### src/rtl/out_fm_tile_ctrl_pkg.sv
// Shared definitions for the output feature-map tile controller:
// state encoding and the sizing helpers used by the interface and the top.
package out_fm_tile_ctrl_pkg;

  typedef enum logic [2:0] {
    S_IDLE    = 3'd0,
    S_LOAD    = 3'd1,
    S_COMPUTE = 3'd2,
    S_STORE   = 3'd3,
    S_DRAIN   = 3'd4,
    S_DONE    = 3'd5
  } state_e;

  // Ceiling log2; clog2(1) is 0.
  function automatic int clog2(input int v);
    int r;
    r = 0;
    while ((1 << r) < v) r++;
    return r;
  endfunction

  // Index width that stays at least one bit wide, even for a single bank.
  function automatic int bank_w(input int n);
    return (clog2(n) < 1) ? 1 : clog2(n);
  endfunction

  // Words held by one bank: each bank stores Tn/Y output maps of Tr x Tc.
  function automatic int cap_words(input int tn, input int tr, input int tc, input int y);
    return (tn / y) * tr * tc;
  endfunction

  // Words in a whole tile, spread across all banks.
  function automatic int total_words(input int tn, input int tr, input int tc);
    return tn * tr * tc;
  endfunction

endpackage

### src/rtl/out_fm_tile_ctrl_if.sv
// Load stream, bank write/read port and store-side handshake of the
// tile controller. master = controller side, slave = datapath/environment.
interface out_fm_tile_ctrl_if #(
  parameter int DW = 32,
  parameter int Y  = 4
);
  import out_fm_tile_ctrl_pkg::*;

  localparam int BW = bank_w(Y);

  logic [DW-1:0] ld_data;
  logic          ld_valid;
  logic          ld_ready;
  logic [DW-1:0] wr_data;
  logic [Y-1:0]  wr_ena;
  logic [Y-1:0]  rd_ena;
  logic          st_ready;
  logic          st_valid;
  logic [BW-1:0] st_bank;

  modport master (
    input  ld_data, ld_valid, st_ready,
    output ld_ready, wr_data, wr_ena, rd_ena, st_valid, st_bank
  );

  modport slave (
    output ld_data, ld_valid, st_ready,
    input  ld_ready, wr_data, wr_ena, rd_ena, st_valid, st_bank
  );

endinterface

### src/rtl/out_fm_tile_ctrl_counter.sv
// Wrapping word counter: counts 0..MAX on inc, returns to 0 after MAX,
// and is held at 0 while clr is high.
module out_fm_tile_ctrl_counter #(
  parameter int CW  = 16,
  parameter int MAX = 255
) (
  input  logic          clk,
  input  logic          rst,
  input  logic          clr,
  input  logic          inc,
  output logic [CW-1:0] count
);

  // Count accepted words, wrapping at MAX so the value never exceeds it.
  always_ff @(posedge clk or posedge rst) begin
    if (rst) begin
      count <= '0;
    end else if (clr) begin
      count <= '0;
    end else if (inc) begin
      count <= (count == CW'(MAX)) ? '0 : count + CW'(1);
    end
  end

endmodule

### src/rtl/out_fm_tile_ctrl.sv
// Output feature-map tile controller: loads the out_fm banks, hands them to
// the compute engine, then streams them out with a fixed read latency.
//
// state   | meaning
// --------+-----------------------------------------------------------
// IDLE    | waiting for tile_start
// LOAD    | accepting ld_data words into the banks, bank 0 first
// COMPUTE | banks owned by the compute engine until comp_done
// STORE   | issuing bank reads while st_ready is high
// DRAIN   | RD_LAT cycles for the last reads to come back
// DONE    | one cycle; st_done and tile_done pulse
module out_fm_tile_ctrl
  import out_fm_tile_ctrl_pkg::*;
#(
  parameter int AW     = 16,
  parameter int DW     = 32,
  parameter int Tn     = 16,
  parameter int Tr     = 64,
  parameter int Tc     = 16,
  parameter int Y      = 4,
  parameter int RD_LAT = 3
) (
  input  logic clk,
  input  logic rst,
  input  logic tile_start,
  input  logic ld_skip,
  output logic tile_done,
  output logic busy,
  output logic comp_start,
  input  logic comp_done,
  output logic computing_on_going,
  output logic out_fm_ld_start,
  output logic out_fm_ld_done,
  output logic out_fm_st_start,
  output logic out_fm_st_done,
  out_fm_tile_ctrl_if.master bus
);

  localparam int CAP = cap_words(Tn, Tr, Tc, Y);
  localparam int BW  = bank_w(Y);
  localparam int DCW = bank_w(RD_LAT);

  state_e        state;
  logic [BW-1:0] bank_idx;
  logic [DCW-1:0] drain_cnt;
  logic [AW-1:0] word_cnt;
  logic          cnt_clr;
  logic          cnt_inc;
  logic          word_wrap;
  logic          last_bank;
  logic          ld_accept;
  logic          rd_issue;
  logic [Y-1:0]  bank_onehot;
  logic [DW-1:0] wr_word;
  logic [RD_LAT-1:0] vld_pipe;
  logic [BW-1:0] bank_pipe [RD_LAT];

  assign ld_accept   = (state == S_LOAD) && bus.ld_valid;
  assign rd_issue    = (state == S_STORE) && bus.st_ready;
  assign cnt_inc     = ld_accept || rd_issue;
  // Holding the counter clear outside LOAD/STORE guarantees a zero start on every phase entry.
  assign cnt_clr     = !((state == S_LOAD) || (state == S_STORE));
  assign word_wrap   = cnt_inc && (word_cnt == AW'(CAP - 1));
  assign last_bank   = (bank_idx == BW'(Y - 1));
  assign bank_onehot = Y'(1) << bank_idx;

  assign wr_word            = bus.ld_data;
  assign bus.wr_data        = wr_word;
  assign bus.ld_ready       = (state == S_LOAD);
  assign bus.wr_ena         = ld_accept ? bank_onehot : '0;
  assign bus.rd_ena         = rd_issue ? bank_onehot : '0;
  assign bus.st_valid       = vld_pipe[RD_LAT-1];
  assign bus.st_bank        = bank_pipe[RD_LAT-1];
  assign busy               = (state != S_IDLE);
  assign computing_on_going = (state == S_COMPUTE);

  out_fm_tile_ctrl_counter #(
    .CW  (AW),
    .MAX (CAP - 1)
  ) u_word_cnt (
    .clk   (clk),
    .rst   (rst),
    .clr   (cnt_clr),
    .inc   (cnt_inc),
    .count (word_cnt)
  );

  // Tile sequencing with registered phase pulses and bank index tracking.
  always_ff @(posedge clk or posedge rst) begin
    if (rst) begin
      state           <= S_IDLE;
      bank_idx        <= '0;
      drain_cnt       <= '0;
      comp_start      <= 1'b0;
      out_fm_ld_start <= 1'b0;
      out_fm_ld_done  <= 1'b0;
      out_fm_st_start <= 1'b0;
      out_fm_st_done  <= 1'b0;
      tile_done       <= 1'b0;
    end else begin
      comp_start      <= 1'b0;
      out_fm_ld_start <= 1'b0;
      out_fm_ld_done  <= 1'b0;
      out_fm_st_start <= 1'b0;
      out_fm_st_done  <= 1'b0;
      tile_done       <= 1'b0;
      case (state)
        S_IDLE: begin
          if (tile_start) begin
            bank_idx <= '0;
            if (ld_skip) begin
              state      <= S_COMPUTE;
              comp_start <= 1'b1;
            end else begin
              state           <= S_LOAD;
              out_fm_ld_start <= 1'b1;
            end
          end
        end
        S_LOAD: begin
          if (word_wrap) begin
            if (last_bank) begin
              bank_idx       <= '0;
              state          <= S_COMPUTE;
              out_fm_ld_done <= 1'b1;
              comp_start     <= 1'b1;
            end else begin
              bank_idx <= bank_idx + BW'(1);
            end
          end
        end
        S_COMPUTE: begin
          if (comp_done) begin
            bank_idx        <= '0;
            state           <= S_STORE;
            out_fm_st_start <= 1'b1;
          end
        end
        S_STORE: begin
          if (word_wrap) begin
            if (last_bank) begin
              bank_idx  <= '0;
              drain_cnt <= DCW'(RD_LAT - 1);
              state     <= S_DRAIN;
            end else begin
              bank_idx <= bank_idx + BW'(1);
            end
          end
        end
        S_DRAIN: begin
          if (drain_cnt == '0) begin
            state          <= S_DONE;
            out_fm_st_done <= 1'b1;
            tile_done      <= 1'b1;
          end else begin
            drain_cnt <= drain_cnt - DCW'(1);
          end
        end
        S_DONE: begin
          state <= S_IDLE;
        end
        default: begin
          state <= S_IDLE;
        end
      endcase
    end
  end

  // Read-latency delay line: issue flag and its bank, RD_LAT cycles deep.
  always_ff @(posedge clk or posedge rst) begin
    if (rst) begin
      vld_pipe <= '0;
      for (int i = 0; i < RD_LAT; i++) bank_pipe[i] <= '0;
    end else begin
      vld_pipe[0]  <= rd_issue;
      bank_pipe[0] <= rd_issue ? bank_idx : '0;
      for (int i = 1; i < RD_LAT; i++) begin
        vld_pipe[i]  <= vld_pipe[i-1];
        bank_pipe[i] <= bank_pipe[i-1];
      end
    end
  end

endmodule

### src/flat_wrapper.sv
// flat-port wrapper written by rule: the top's interface ports become plain ports
module out_fm_tile_ctrl_flat import out_fm_tile_ctrl_pkg::*;
#(
  parameter int AW     = 16,
  parameter int DW     = 32,
  parameter int Tn     = 16,
  parameter int Tr     = 64,
  parameter int Tc     = 16,
  parameter int Y      = 4,
  parameter int RD_LAT = 3
)
  (clk, rst, tile_start, ld_skip, tile_done, busy, comp_start, comp_done, computing_on_going, out_fm_ld_start, out_fm_ld_done, out_fm_st_start, out_fm_st_done, bus_ld_data, bus_ld_valid, bus_st_ready, bus_ld_ready, bus_wr_data, bus_wr_ena, bus_rd_ena, bus_st_valid, bus_st_bank);
  out_fm_tile_ctrl_if #(.DW(DW), .Y(Y)) bus_i ();
  input  logic clk;
  input  logic rst;
  input  logic tile_start;
  input  logic ld_skip;
  output logic tile_done;
  output logic busy;
  output logic comp_start;
  input  logic comp_done;
  output logic computing_on_going;
  output logic out_fm_ld_start;
  output logic out_fm_ld_done;
  output logic out_fm_st_start;
  output logic out_fm_st_done;
  input wire logic [$bits(bus_i.ld_data)-1:0] bus_ld_data;
  input wire logic [$bits(bus_i.ld_valid)-1:0] bus_ld_valid;
  input wire logic [$bits(bus_i.st_ready)-1:0] bus_st_ready;
  output wire logic [$bits(bus_i.ld_ready)-1:0] bus_ld_ready;
  output wire logic [$bits(bus_i.wr_data)-1:0] bus_wr_data;
  output wire logic [$bits(bus_i.wr_ena)-1:0] bus_wr_ena;
  output wire logic [$bits(bus_i.rd_ena)-1:0] bus_rd_ena;
  output wire logic [$bits(bus_i.st_valid)-1:0] bus_st_valid;
  output wire logic [$bits(bus_i.st_bank)-1:0] bus_st_bank;
  assign bus_i.ld_data = bus_ld_data;
  assign bus_i.ld_valid = bus_ld_valid;
  assign bus_i.st_ready = bus_st_ready;
  assign bus_ld_ready = bus_i.ld_ready;
  assign bus_wr_data = bus_i.wr_data;
  assign bus_wr_ena = bus_i.wr_ena;
  assign bus_rd_ena = bus_i.rd_ena;
  assign bus_st_valid = bus_i.st_valid;
  assign bus_st_bank = bus_i.st_bank;
  out_fm_tile_ctrl #(.AW(AW), .DW(DW), .Tn(Tn), .Tr(Tr), .Tc(Tc), .Y(Y), .RD_LAT(RD_LAT)) u_core (.clk(clk), .rst(rst), .tile_start(tile_start), .ld_skip(ld_skip), .tile_done(tile_done), .busy(busy), .comp_start(comp_start), .comp_done(comp_done), .computing_on_going(computing_on_going), .out_fm_ld_start(out_fm_ld_start), .out_fm_ld_done(out_fm_ld_done), .out_fm_st_start(out_fm_st_start), .out_fm_st_done(out_fm_st_done), .bus(bus_i));
endmodule
### config.mk
export PLATFORM = sky130hd
export DESIGN_NAME = out_fm_tile_ctrl_flat
export DESIGN_NICKNAME = d
export VERILOG_FILES = /design/src/rtl/out_fm_tile_ctrl_pkg.sv /design/src/rtl/out_fm_tile_ctrl_if.sv /design/src/rtl/out_fm_tile_ctrl_counter.sv /design/src/rtl/out_fm_tile_ctrl.sv /design/src/flat_wrapper.sv
export SDC_FILE = /design/constraint.sdc
export NUM_CORES = 1
export LEC_CHECK = 0
export ABC_AREA = 1
export ABC_CLOCK_PERIOD_IN_PS = 2000
export BUFFER_PORTS_ARGS = -buffer_cell sky130_fd_sc_hd__buf_2
export CAP_MARGIN = 20
export CORE_UTILIZATION = 30
export CTS_CLUSTER_DIAMETER = 120
export DETAILED_ROUTE_END_ITERATION = 10
export GPL_TIMING_DRIVEN = 0
export HOLD_SLACK_MARGIN = 0.1
export PLACE_DENSITY = 0.51
export SYNTH_ARGS = -nofsm -noshare
export SYNTH_HDL_FRONTEND = slang
export SYNTH_SLANG_ARGS = --single-unit
### constraint.sdc
create_clock -name clk -period 2 [get_ports clk]
set_clock_uncertainty 0.1 [all_clocks]
set_input_delay 0.3 -clock clk [delete_from_list [all_inputs] [get_ports clk]]
set_output_delay 0.3 -clock clk [all_outputs]
set_load 0.005 [all_outputs]
==> reports/results.ini <==
[synthesis]
synth_cells=294
synth_area_um2=2250
yosysMostFrequentCell=nand2_1
yosysWarnings=0
synth_seq_cells=37
synth_cell_types=27
synth_edf_count=0
synthTopCellsByCount=nand2_1, inv_1, nor2_1
syn_area_per_cell_um2=7.66
synth_top_area_cell=dfrtp_1
synth-main-ff-cell=dfrtp_1
async_flop_share_pct=100
synth_top_area_share_pct=41.1
yosys-top-cells-area=dfrtp_1, buf_4, nand2_1
yosysSeqAreaShare_pct=41.1
synth_nets=339

[timing]
final.setup.tns_ps=0
finalCritPeriodShare_pct=93.5
final-setup-viol-count=0
worstMarginPinSlew_ps=776
maxSlewViolCount=0
hold_viol=0
rsz0062_at_grt=no
slew_headroom_pct=48.2
finalCriticalPeriod_ps=1870
fmax_mhz=535

[power]
max-vdd-ir-drop_mv=0.278
p_total_mw=1.70
power_leakage_nw=1.57
power_density_nw_per_um2=612

[critical_path]
crit_path_end_kind=output port
critPathRequiredTime_ps=1600
path_class=reg -> out
max_stage_delay_ps=450
worstPathArrival_ps=1470
critPathLaunchType=flop
crit_path_max_fanout=10
slowest_stage=dfrtp_2
path_cells=inv_2, nand2_1, inv_2, buf_6, nand2_1, inv_1, buf_2

[clock_tree]
clkLatencyLatePin_ps=290
cts_sinks=37
root_buffer=clkbuf_8
post_cts_buffers=0
cts_buffers=5
cts_tree=built
clk_path_buf_depth=2
path_clk_slew_ps=80
htree_levels=2

[detailed_routing]
drc=0
vias=1935
routed_wirelength_mm=4.67
first_iter_violations=140
ant_nets=0
detail_route.wl_per_cell_um=10.2
first_pass_iters=4
viasPerCell=4.21

[global_route]
grt-ovfl-total=0
groute.usage.overall_pct=13.3
antenna_found_initial=0
grt_pass1_vias=1793
grt_max_degree=38
grt_pass1_wl_mm=8.07

[die]
die_h_um=88.6
num_io_pins=91
coreArea_um2=7250
die_w_um=88.6
start_util_pct=31.0
dieArea_um2=7850
rows=31

[run_status]
status=finished clean

[finish]
antenna_cells=0
final_nets=405
syn_to_final_growth_pct=23.3
drive_above_1_share_pct=34.1
fillCellCount=778

[flow_run]
maxCapViolCount=0

[hold_path]
hp-class=in -> reg

[place]
hpwl_mm=3.63
gp_congestion=0.826
io_buffers=58

==> placed cells by master, fill, tap and decap left out, drive strengths merged, types with 6 or more instances in the layout <==
cell / n
nand2: 69
o21ai: 11
inv: 45
a21oi: 7
nor2: 40
nand4: 10
dfrtp: 37
buf: 95
ha: 6
nand3: 23
==> layout make-up <==
class | count | area (µm²) | share of cell area [%]
clock inverters | 3 | 21.3 | 0.766
well taps | 99 | 124 | 4.46
repair buffers | 59 | 300 | 10.8
clock buffers | 5 | 68.8 | 2.48
inverters | 44 | 165 | 5.95
multi-input cells | 176 | 885 | 31.9
flip-flops and latches | 37 | 927 | 33.4
plain buffers | 37 | 285 | 10.3
==> state kept, by name (all words and copies together) (netlist names), 2 cells and up <==
signal,cells
u_core.bank_pipe,4
u_core.drain_cnt,2
u_core.vld_pipe,3
u_core.u_word_cnt.count,16
u_core.bus.st_bank,2
u_core.bank_idx,2
u_core.state,3
==> worst max-delay path: cells and delay by family (launching register included) <==
family                 cells  cell delay (ps)
buffers and inverters      5              520
and+or+nand+nor            2              200
DFF                        1              450
==> where the power goes <==
group	switching, mW	total (mW)	internal, mW
Clock	0.295	0.542	0.247
Sequential	0.0613	0.873	0.811
Combinational	0.149	0.285	0.136
==> kinds of logic (layout without fill, tap and decap cells) <==
logic type,after synthesis,count (layout),synth area share [%]
flip-flops,37,37,41.1
AND/OR/NAND/NOR,149,149,30.0
XOR/XNOR,1,1,0.389
buffers and inverters,81,148,20.0
adder cells (fa/ha/maj),6,6,3.34
AO/OA/AOI/OAI,20,20,5.11
==> metal layers <==
metal,vias up,share of wire (%),GRT usage (%)
met3,7,4.5,2.99
met4,0,0.96,3.52
met1,862,48,17.3
li1,1016,-,-
met5,-,0,0
met2,50,46,22.3
==> per-stage QoR <==
stage | cells | hold WS (ps) | worst slack, ps | area, µm² | util, %
finish | 460 | 145 | 130 | 2780 | 38.3
global route | 460 | 167 | 8.89 | 2780 | 38.3
CTS | 460 | 140 | 39.8 | 2770 | 38.1
detailed placement | 451 | 236 | 86.4 | 2670 | 36.7
global placement | 451 | 236 | 120 | 2670 | 36.7
floorplan | 294 | 231 | 436 | 2250 | -
==> path summary, 6_finish.rpt <==
check                                                            start                                      end  slack (ps)  depth (start not counted)
worst min register to register            u_core.vld_pipe[0]$_DFF_PP0_             u_core.vld_pipe[1]$_DFF_PP0_         250                          0
max in group asynchronous                                          rst              u_core.state[2]$_DFFE_PP0P_         670                          3
worst min-delay path                                         comp_done         u_core.out_fm_st_start$_DFF_PP0_         140                          3
min in group asynchronous                                          rst  u_core.u_word_cnt.count[10]$_DFFE_PP0P_         590                          3
worst max register to register  u_core.u_word_cnt.count[0]$_DFFE_PP0P_           u_core.bank_idx[1]$_DFFE_PP0P_         200                         10
worst max-delay path                       u_core.state[2]$_DFFE_PP0P_                             bus_ld_ready         130                          7
==> timing repair <==
item | in CTS | in global routing
setup endpoints to repair | 0 | 5
resized for setup | 0 | 4
hold buffers | 1 | 0
hold endpoints to repair | 37 | 0
(Power assumes the default switching activity.)
